**src/rtl/alu_mul_seq.sv**
```systemverilog
// alu_mul_seq: 16x16 shift-add multiply sequencer that borrows the shared EX-stage ALU and stalls the pipeline.
// Define MUL_SIGNED_EN to build the operand/result negate states for two's-complement multiplies.
`ifndef ADD
`define ADD 5'h01
`endif
`ifndef SUB
`define SUB 5'h02
`endif
`ifndef SUBC
`define SUBC 5'h03
`endif
module alu_mul_seq (
  input  logic        clock,
  input  logic        reset,
  input  logic        start,
  input  logic [15:0] mul_a,
  input  logic [15:0] mul_b,
  input  logic        mul_signed,
  output logic        busy,
  output logic        done,
  output logic [31:0] product,
  output logic        stall,
  input  logic [15:0] pipe_ir,
  input  logic [15:0] pipe_a,
  input  logic [15:0] pipe_b,
  input  logic        pipe_cfin,
  output logic [15:0] alu_ir,
  output logic [15:0] alu_a,
  output logic [15:0] alu_b,
  output logic        alu_cfin,
  input  logic [15:0] alu_o,
  input  logic        alu_cf
);
  typedef enum logic [2:0] {IDLE, NEGA, NEGB, MUL, NEGL, NEGH, DONE} state_t;
  state_t state_q, state_d;
  logic [15:0] mcand_q, mcand_d, lo_q, lo_d, hi_q, hi_d, seq_a, seq_b;
  logic [31:0] product_q, product_d;
  logic [3:0] cnt_q, cnt_d;
  logic [4:0] op;
  logic sgn_q, sgn_d, neg_q, neg_d, borrow_q, borrow_d, seq_cfin, own;
  always_comb begin
    state_d = state_q;
    mcand_d = mcand_q;
    lo_d = lo_q;
    hi_d = hi_q;
    cnt_d = cnt_q;
    sgn_d = sgn_q;
    neg_d = neg_q;
    borrow_d = borrow_q;
    product_d = product_q;
    op = `ADD;
    seq_a = '0;
    seq_b = '0;
    seq_cfin = 1'b0;
    case (state_q)
      IDLE: if (start) begin
        mcand_d = mul_a;
        lo_d = mul_b;
        hi_d = '0;
        cnt_d = '0;
`ifdef MUL_SIGNED_EN
        sgn_d = mul_signed;
        neg_d = mul_signed & (mul_a[15] ^ mul_b[15]);
        state_d = NEGA;
`else
        state_d = MUL;
`endif
      end
`ifdef MUL_SIGNED_EN
      NEGA: begin
        op = `SUB;
        seq_b = mcand_q;
        mcand_d = (sgn_q & mcand_q[15]) ? alu_o : mcand_q;
        state_d = NEGB;
      end
      NEGB: begin
        op = `SUB;
        seq_b = lo_q;
        lo_d = (sgn_q & lo_q[15]) ? alu_o : lo_q;
        state_d = MUL;
      end
      NEGL: begin
        op = `SUB;
        seq_b = lo_q;
        lo_d = neg_q ? alu_o : lo_q;
        borrow_d = neg_q ? alu_cf : borrow_q;
        state_d = NEGH;
      end
      NEGH: begin
        op = `SUBC;
        seq_b = hi_q;
        seq_cfin = borrow_q;
        hi_d = neg_q ? alu_o : hi_q;
        state_d = DONE;
      end
`endif
      MUL: begin
        seq_a = hi_q;
        seq_b = lo_q[0] ? mcand_q : '0;
        hi_d = {alu_cf, alu_o[15:1]};
        lo_d = {alu_o[0], lo_q[15:1]};
        cnt_d = cnt_q + 4'd1;
`ifdef MUL_SIGNED_EN
        state_d = (cnt_q == 4'd15) ? NEGL : MUL;
`else
        state_d = (cnt_q == 4'd15) ? DONE : MUL;
`endif
      end
      DONE: begin
        product_d = {hi_q, lo_q};
        state_d = IDLE;
      end
      default: state_d = IDLE;
    endcase
  end
  always_ff @(posedge clock) begin
    if (!reset) begin
      state_q <= IDLE;
      mcand_q <= '0;
      lo_q <= '0;
      hi_q <= '0;
      cnt_q <= '0;
      sgn_q <= 1'b0;
      neg_q <= 1'b0;
      borrow_q <= 1'b0;
      product_q <= '0;
    end else begin
      state_q <= state_d;
      mcand_q <= mcand_d;
      lo_q <= lo_d;
      hi_q <= hi_d;
      cnt_q <= cnt_d;
      sgn_q <= sgn_d;
      neg_q <= neg_d;
      borrow_q <= borrow_d;
      product_q <= product_d;
    end
  end
`ifndef MUL_SIGNED_EN
  logic unused_ok;
  assign unused_ok = ^{mul_signed, sgn_q, neg_q, borrow_q};
`endif
  assign own = (state_q != IDLE) && (state_q != DONE);
  assign busy = state_q != IDLE;
  assign done = state_q == DONE;
  assign stall = own;
  // DONE shows the fresh result combinationally so it is valid alongside the done pulse
  assign product = done ? {hi_q, lo_q} : product_q;
  assign alu_ir = own ? {op, 11'b0} : pipe_ir;
  assign alu_a = own ? seq_a : pipe_a;
  assign alu_b = own ? seq_b : pipe_b;
  assign alu_cfin = own ? seq_cfin : pipe_cfin;
endmodule

```
**config.mk**
```make
export PLATFORM = sky130hd
export DESIGN_NAME = alu_mul_seq
export DESIGN_NICKNAME = d
export VERILOG_FILES = /design/src/rtl/alu_mul_seq.sv
export SDC_FILE = /design/constraint.sdc
export NUM_CORES = 1
export LEC_CHECK = 0
export BUFFER_PORTS_ARGS = -buffer_cell sky130_fd_sc_hd__buf_2
export CAP_MARGIN = 10
export CORE_MARGIN = 4
export CORE_UTILIZATION = 46
export DETAILED_ROUTE_END_ITERATION = 10
export MAX_ROUTING_LAYER = met4
export PLACE_DENSITY = 0.77
export SLEW_MARGIN = 5
export SYNTH_ARGS = -nofsm -noshare
export SYNTH_HDL_FRONTEND = slang
export SYNTH_SLANG_ARGS = --single-unit
```
**constraint.sdc**
```tcl
create_clock -name clock -period 1.9 [get_ports clock]
set_input_delay 0.19 -clock clock [delete_from_list [all_inputs] [get_ports clock]]
set_output_delay 0.19 -clock clock [all_outputs]
set_load 0.005 [all_outputs]
```
Word level (Yosys, flattened, before mapping)
Cells that the tools add are included.
{"block": "op_classes", "n_addsub": 1, "n_eq_ne": 5, "mux": 17, "n_reduce_logical": 6}
{"cell": "16-bit two-way mux", "n": 8}
{"cell": "16-bit one-hot mux with 2 select lines", "n": 2}
{"cell": "32-bit two-way mux", "n": 1}
{"cell": "4-bit one-hot mux with 2 select lines", "n": 1}
{"cell": "3-bit two-way mux", "n": 2}
{"cell": "3-bit one-hot mux with 2 select lines", "n": 1}
{"cell": "4-bit by 1-bit adder with 4-bit output, second input constant", "n": 1}
{"cell": "4-bit == test, second input constant", "n": 1}
{"cell": "4-bit two-way mux", "n": 1}
{"cell": "2-bit AND reduction", "n": 2}
{"cell": "3-bit by 2-bit == test with 1-bit output, second input constant", "n": 1}
{"cell": "3-bit == test, second input constant", "n": 1}
{"cell": "3-bit logical NOT", "n": 1}
{"cell": "3-bit inequality test, second input constant", "n": 1}
{"cell": "3-bit nonzero test", "n": 1}
{"cell": "2-bit inequality test, second input constant", "n": 1}
{"cell": "2-bit nonzero test", "n": 1}
{"cell": "1-bit logical AND", "n": 1}
{"cell": "1-bit two-way mux", "n": 1}
{"block": "word_totals", "ff_bits": 87, "in_bits": 102, "output_inout_bits": 84, "elab_cells": 35}

Depth between registers and ports, before layout
{"block": "logic_depth", "word_depth": 3, "depth_mapped": 7, "ltp_nobuf": 4}

Worst setup path after synthesis
Ideal clock, no wire load.
{"block": "synth_path", "path_type": "reg2out", "start": "register state_q[2]", "end": "output alu_b[10]", "arrival_ns": 1.375, "t_required_ns": 1.710, "slack_ns": 0.335, "path_stages_with_launch": 8, "n_path_buf": 4, "path_cell_list": "dfxtp_1 buf_8 and3b_2 buf_2 and2_1 buf_2 buf_6 a22o_1"}
{"block": "synth_via", "elab_chain_cells": 3, "word_cells_on_any_way": 6, "cone_classes": "2 x eq/ne; 2 x mux; 2 x reduce/logical"}
{"element": "from (decl)", "line_no": "35", "source": "state_t state_q, state_d;"}
{"element": "from (signal assigned)", "line_no": "128", "source": "state_q <= state_d;"}
{"element": "3-bit by 2-bit == test with 1-bit output, or another cell as far along", "line_no": "55", "source": "case (state_q)"}
{"element": "16-bit two-way mux or 1-bit logical AND (tied branches)", "line_no": "55, 143"}
{"element": "16-bit two-way mux (*)", "line_no": "151", "source": "assign alu_b = own ? seq_b : pipe_b;"}
{"element": "to (decl)", "line_no": "29", "source": "output logic [15:0] alu_b,"}
Mark *: on every way between the ends. The rest lies on a longest branch, timed or not.

Final worst setup path
{"block": "layout_path", "start": "register state_q[2]", "end": "output alu_ir[6]"}
{"block": "layout_via", "elab_chain_cells": 3, "word_cells_on_any_way": 4, "cone_classes": "1 x eq/ne; 1 x mux; 2 x reduce/logical"}
{"element": "3-bit inequality test or 3-bit nonzero test (tied branches)", "line_no": "143", "source": "assign own = (state_q != IDLE) && (state_q != DONE);"}
{"element": "1-bit logical AND (*)", "line_no": "143"}
{"element": "16-bit two-way mux (*)", "line_no": "149", "source": "assign alu_ir = own ? {op, 11'b0} : pipe_ir;"}
{"element": "to (decl)", "line_no": "27", "source": "output logic [15:0] alu_ir,"}
Marks and branches as above.

==> flow_summary.ini <==
[floorplanning]
die_height_um = 98.8
floorplan.core_area_um2 = 7890
fp.dieArea_um2 = 9760
pin_count = 186
fp-row-count = 32
initial_utilization_pct = 48.1
overall_die_width_um = 98.8

[place]
post-dp-hpwl_mm = 7.05
place_congestion = 0.807
io_buffers = 184
placed_cells = 660

[yosys]
yosys-top-cells-area = dfxtp_1 (46%), a22o_1 (11%), and2_1 (8.2%)
post_synth_mux_area_share_pct = 9.80
yosysTopAreaCellShare_pct = 45.9
synth_adder_area_share_pct = 0.330
ys_dominant_reg_cell = dfxtp_1
synth-simple-area-share_pct = 18.8
ys.warnings.count = 0
synth-compound-area-share_pct = 19.4
synth.distinct_cells = 32
synth-seq-cells = 87
synthesis.area_um2 = 3790
syn_nets = 499
yosysSeqAreaShare_pct = 45.9
ys_async_sr_fraction_pct = 0
synth_area_leader_cell = dfxtp_1
synth_xor_xnor_area_share_pct = 0
combinational_family_with_the_most_area_after_synthesis = compound AO/OA/AOI/OAI gates
postSynthCellCount = 396
synth_enable_flop_cells = 0
syn_avg_cell_area_um2 = 9.58

[worst_setup_path]
crit_path_max_fanout = 10
critical_path.cell_chain = or2_4 > a21oi_4 > buf_6 > buf_6 > clkbuf_16 > and2_1 > buf_2
kind_of_cell_adding_the_most_delay_to_the_critical_path = buffers and inverters
critPathMaxStageDelay_ns = 0.36
reg2reg_depth = 6
worstSetupEndpointType = output port
buffering_stage_count_on_the_worst_path_with_inverters_included = 4
worst_path_class_setup = register to output port
library_cell_appearing_most_often_on_the_critical_path = buf_6
cp.depth = 7
reg2reg_setup_slack_ns = 0.13
rr_endpoint = lo_q[8]$_SDFFE_PN0P_
cp_data_arrival_time_ns = 1.73
crit_end = alu_ir[6]
critical_path.reg2reg.startpoint = state_q[1]$_SDFFE_PN0P_
start_kind = register
cp_data_required_time_ns = 1.71
worst_path_max_delay_cell = dfxtp_4
startpoint = state_q[2]$_SDFFE_PN0P_

[pwr]
vdd_ir_drop_max_uv = 453
power-per-cell-area_nw_per_um2 = 733
leakage_nw = 2.60

[cells_and_area]
post_route_cells_drive_above_1_share_pct = 45.6
fillerInstances = 677
num-nets-final = 686
layout.cells.non_filler = 690
final_common_cell = buf_2
most_used_cells_in_the_layout_excluding_fill_and_tap_cells = buf_2 (183), dfxtp_1 (84), nand2_1 (64)
areaGrowthSynthToFinish_pct = 38.3
insertedDiodeCount = 0

[drt]
detail_route.drc_violations = 0
dr.pass1.iters = 4
detail_route.wirelength_mm = 10.5
wire_per_inst_um = 15.2
dr_total_vias = 3556
iteration_0_drc_markers = 115
route.antenna.remaining_nets = 0
detail_route.vias_per_cell = 5.15

[run]
max_capacitance_violation_count = 0

[clock_tree]
cts_tree = done
cts-htree-levels = 3
cell_at_the_root_of_the_clock_tree = clkbuf_8
path_clk_slew_ns = 0.08
clk-insertion-delay-late_ns = 0.34
cts_buffers = 9
cts-hold-fix-buffers = 0
numClockSinks = 87
ctsLongestPathBuffers = 2

[global_routing]
all_layer_global_routing_usage_pct = 21.0
grt_max_degree = 50
grt_first_pass_wirelength_mm = 16.4
antenna_found_initial = 0
grt_remaining_overflow = 0
via_count_of_the_first_global_routing_pass = 3477

[timing]
setup_violations = 13
timing.final.crit_share_pct = 101
worst_max_slew_pin_slew_ns = 0.766
layout_setup_ws_ns = -0.0198
unrepaired_setup_endpoints_after_global_routing = true
fmax_ghz = 0.521
relSlewSlack_pct = 48.9
final-hold-violation-count = 0
report.final.slew_viol_count = 0
finalWorstPathRequiredPeriod_ns = 1.92
setup_total_negative_slack_ns = -0.118
finClkSkew_ns = 0.00867

[run_status]
outcome = complete, but fails checks
violations = negative setup slack

[worst_hold_path]
hold_class = primary input to register
## layer usage
| layer | up-vias | GRT usage [%] | routed length [µm] |
|---|---|---|---|
| li1 | 1748 | - | - |
| met1 | 1650 | 23.7 | 4160 |
| met2 | 144 | 37.1 | 5400 |
| met3 | 14 | 4.53 | 804 |
| met4 | 0 | 6.51 | 129 |
| met5 | - | - | 0 |
## worst min path at each step
stage              start               endpoint  slack [ns]  cells past startpoint
2_1_floorplan  alu_o[11]  hi_q[10]$_SDFFE_PN0P_        0.32                      1
3_3_place_gp   alu_o[15]  hi_q[14]$_SDFFE_PN0P_        0.41                      2
3_5_place_dp    alu_o[5]   hi_q[4]$_SDFFE_PN0P_        0.41                      2
4_1_cts        alu_o[14]  hi_q[13]$_SDFFE_PN0P_        0.04                      2
5_1_grt        alu_o[12]  hi_q[11]$_SDFFE_PN0P_        0.04                      2
6_report       alu_o[10]   hi_q[9]$_SDFFE_PN0P_        0.06                      2
## synth_stat cells (4+ instances only)
library cell / n
buf_6: 6
o21ai_0: 17
a31oi_1: 16
dfxtp_1: 87
a22o_1: 49
clkbuf_1: 13
and2_1: 50
mux2_2: 27
mux2_1: 6
buf_2: 13
a21oi_1: 19
nand2_1: 65
inv_1: 4
## logic make-up (layout without fill, tap and decap cells)
logic type,Yosys count,count (layout)
and+or+nand+nor,133,133
AOI/OAI and AO/OA,104,104
DFF,87,87
buffers and inverters,38,230
muxes,33,33
adders and majority gates,1,1
## flip-flops by register name, indices dropped and copies added, names as in the netlist
signal / count
mcand_q: 16
cnt_q: 4
hi_q: 16
state_q: 3
product_q: 32
lo_q: 16
## through the flow
step	utilization, %	power [mW]	hold WS (ns)	setup slack [ns]	instance area [µm²]
after global placement	60.5	2.52	0.409	0.175	4770
final	66.5	3.85	0.0580	-0.0198	5250
after CTS	65.8	3.88	0.0359	-0.0171	5190
after global routing	66.5	4.05	0.0442	-0.0800	5250
after detailed placement	60.5	2.54	0.412	0.114	4770
after floorplan	-	2.27	0.323	0.335	3790
## final cells by class
type,instances,area [µm²],share of cell area [%]
Clock inverter,2,12.5,0.238
Tap cell,102,128,2.43
Multi-Input combinational cell,271,1860,35.4
Inverter,4,15.0,0.286
Clock buffer,14,183,3.48
Timing Repair Buffer,210,1300,24.8
Sequential cell,87,1750,33.4
## power by group
| group | switching (mW) | internal (mW) | total [mW] |
|---|---|---|---|
| sequential | 0.0386 | 1.88 | 1.92 |
| clock | 0.610 | 0.618 | 1.23 |
| combinational | 0.307 | 0.397 | 0.703 |
| total | 0.955 | 2.89 | 3.85 |
## what timing repair did
action                                  CTS  global route
gates cloned                              3             2
resized for setup                        18             6
endpoints found under the setup margin   81            61
setup buffers                             9             1
pin swaps                                 4            16
Note: power is estimated with default switching activity, not from simulation.
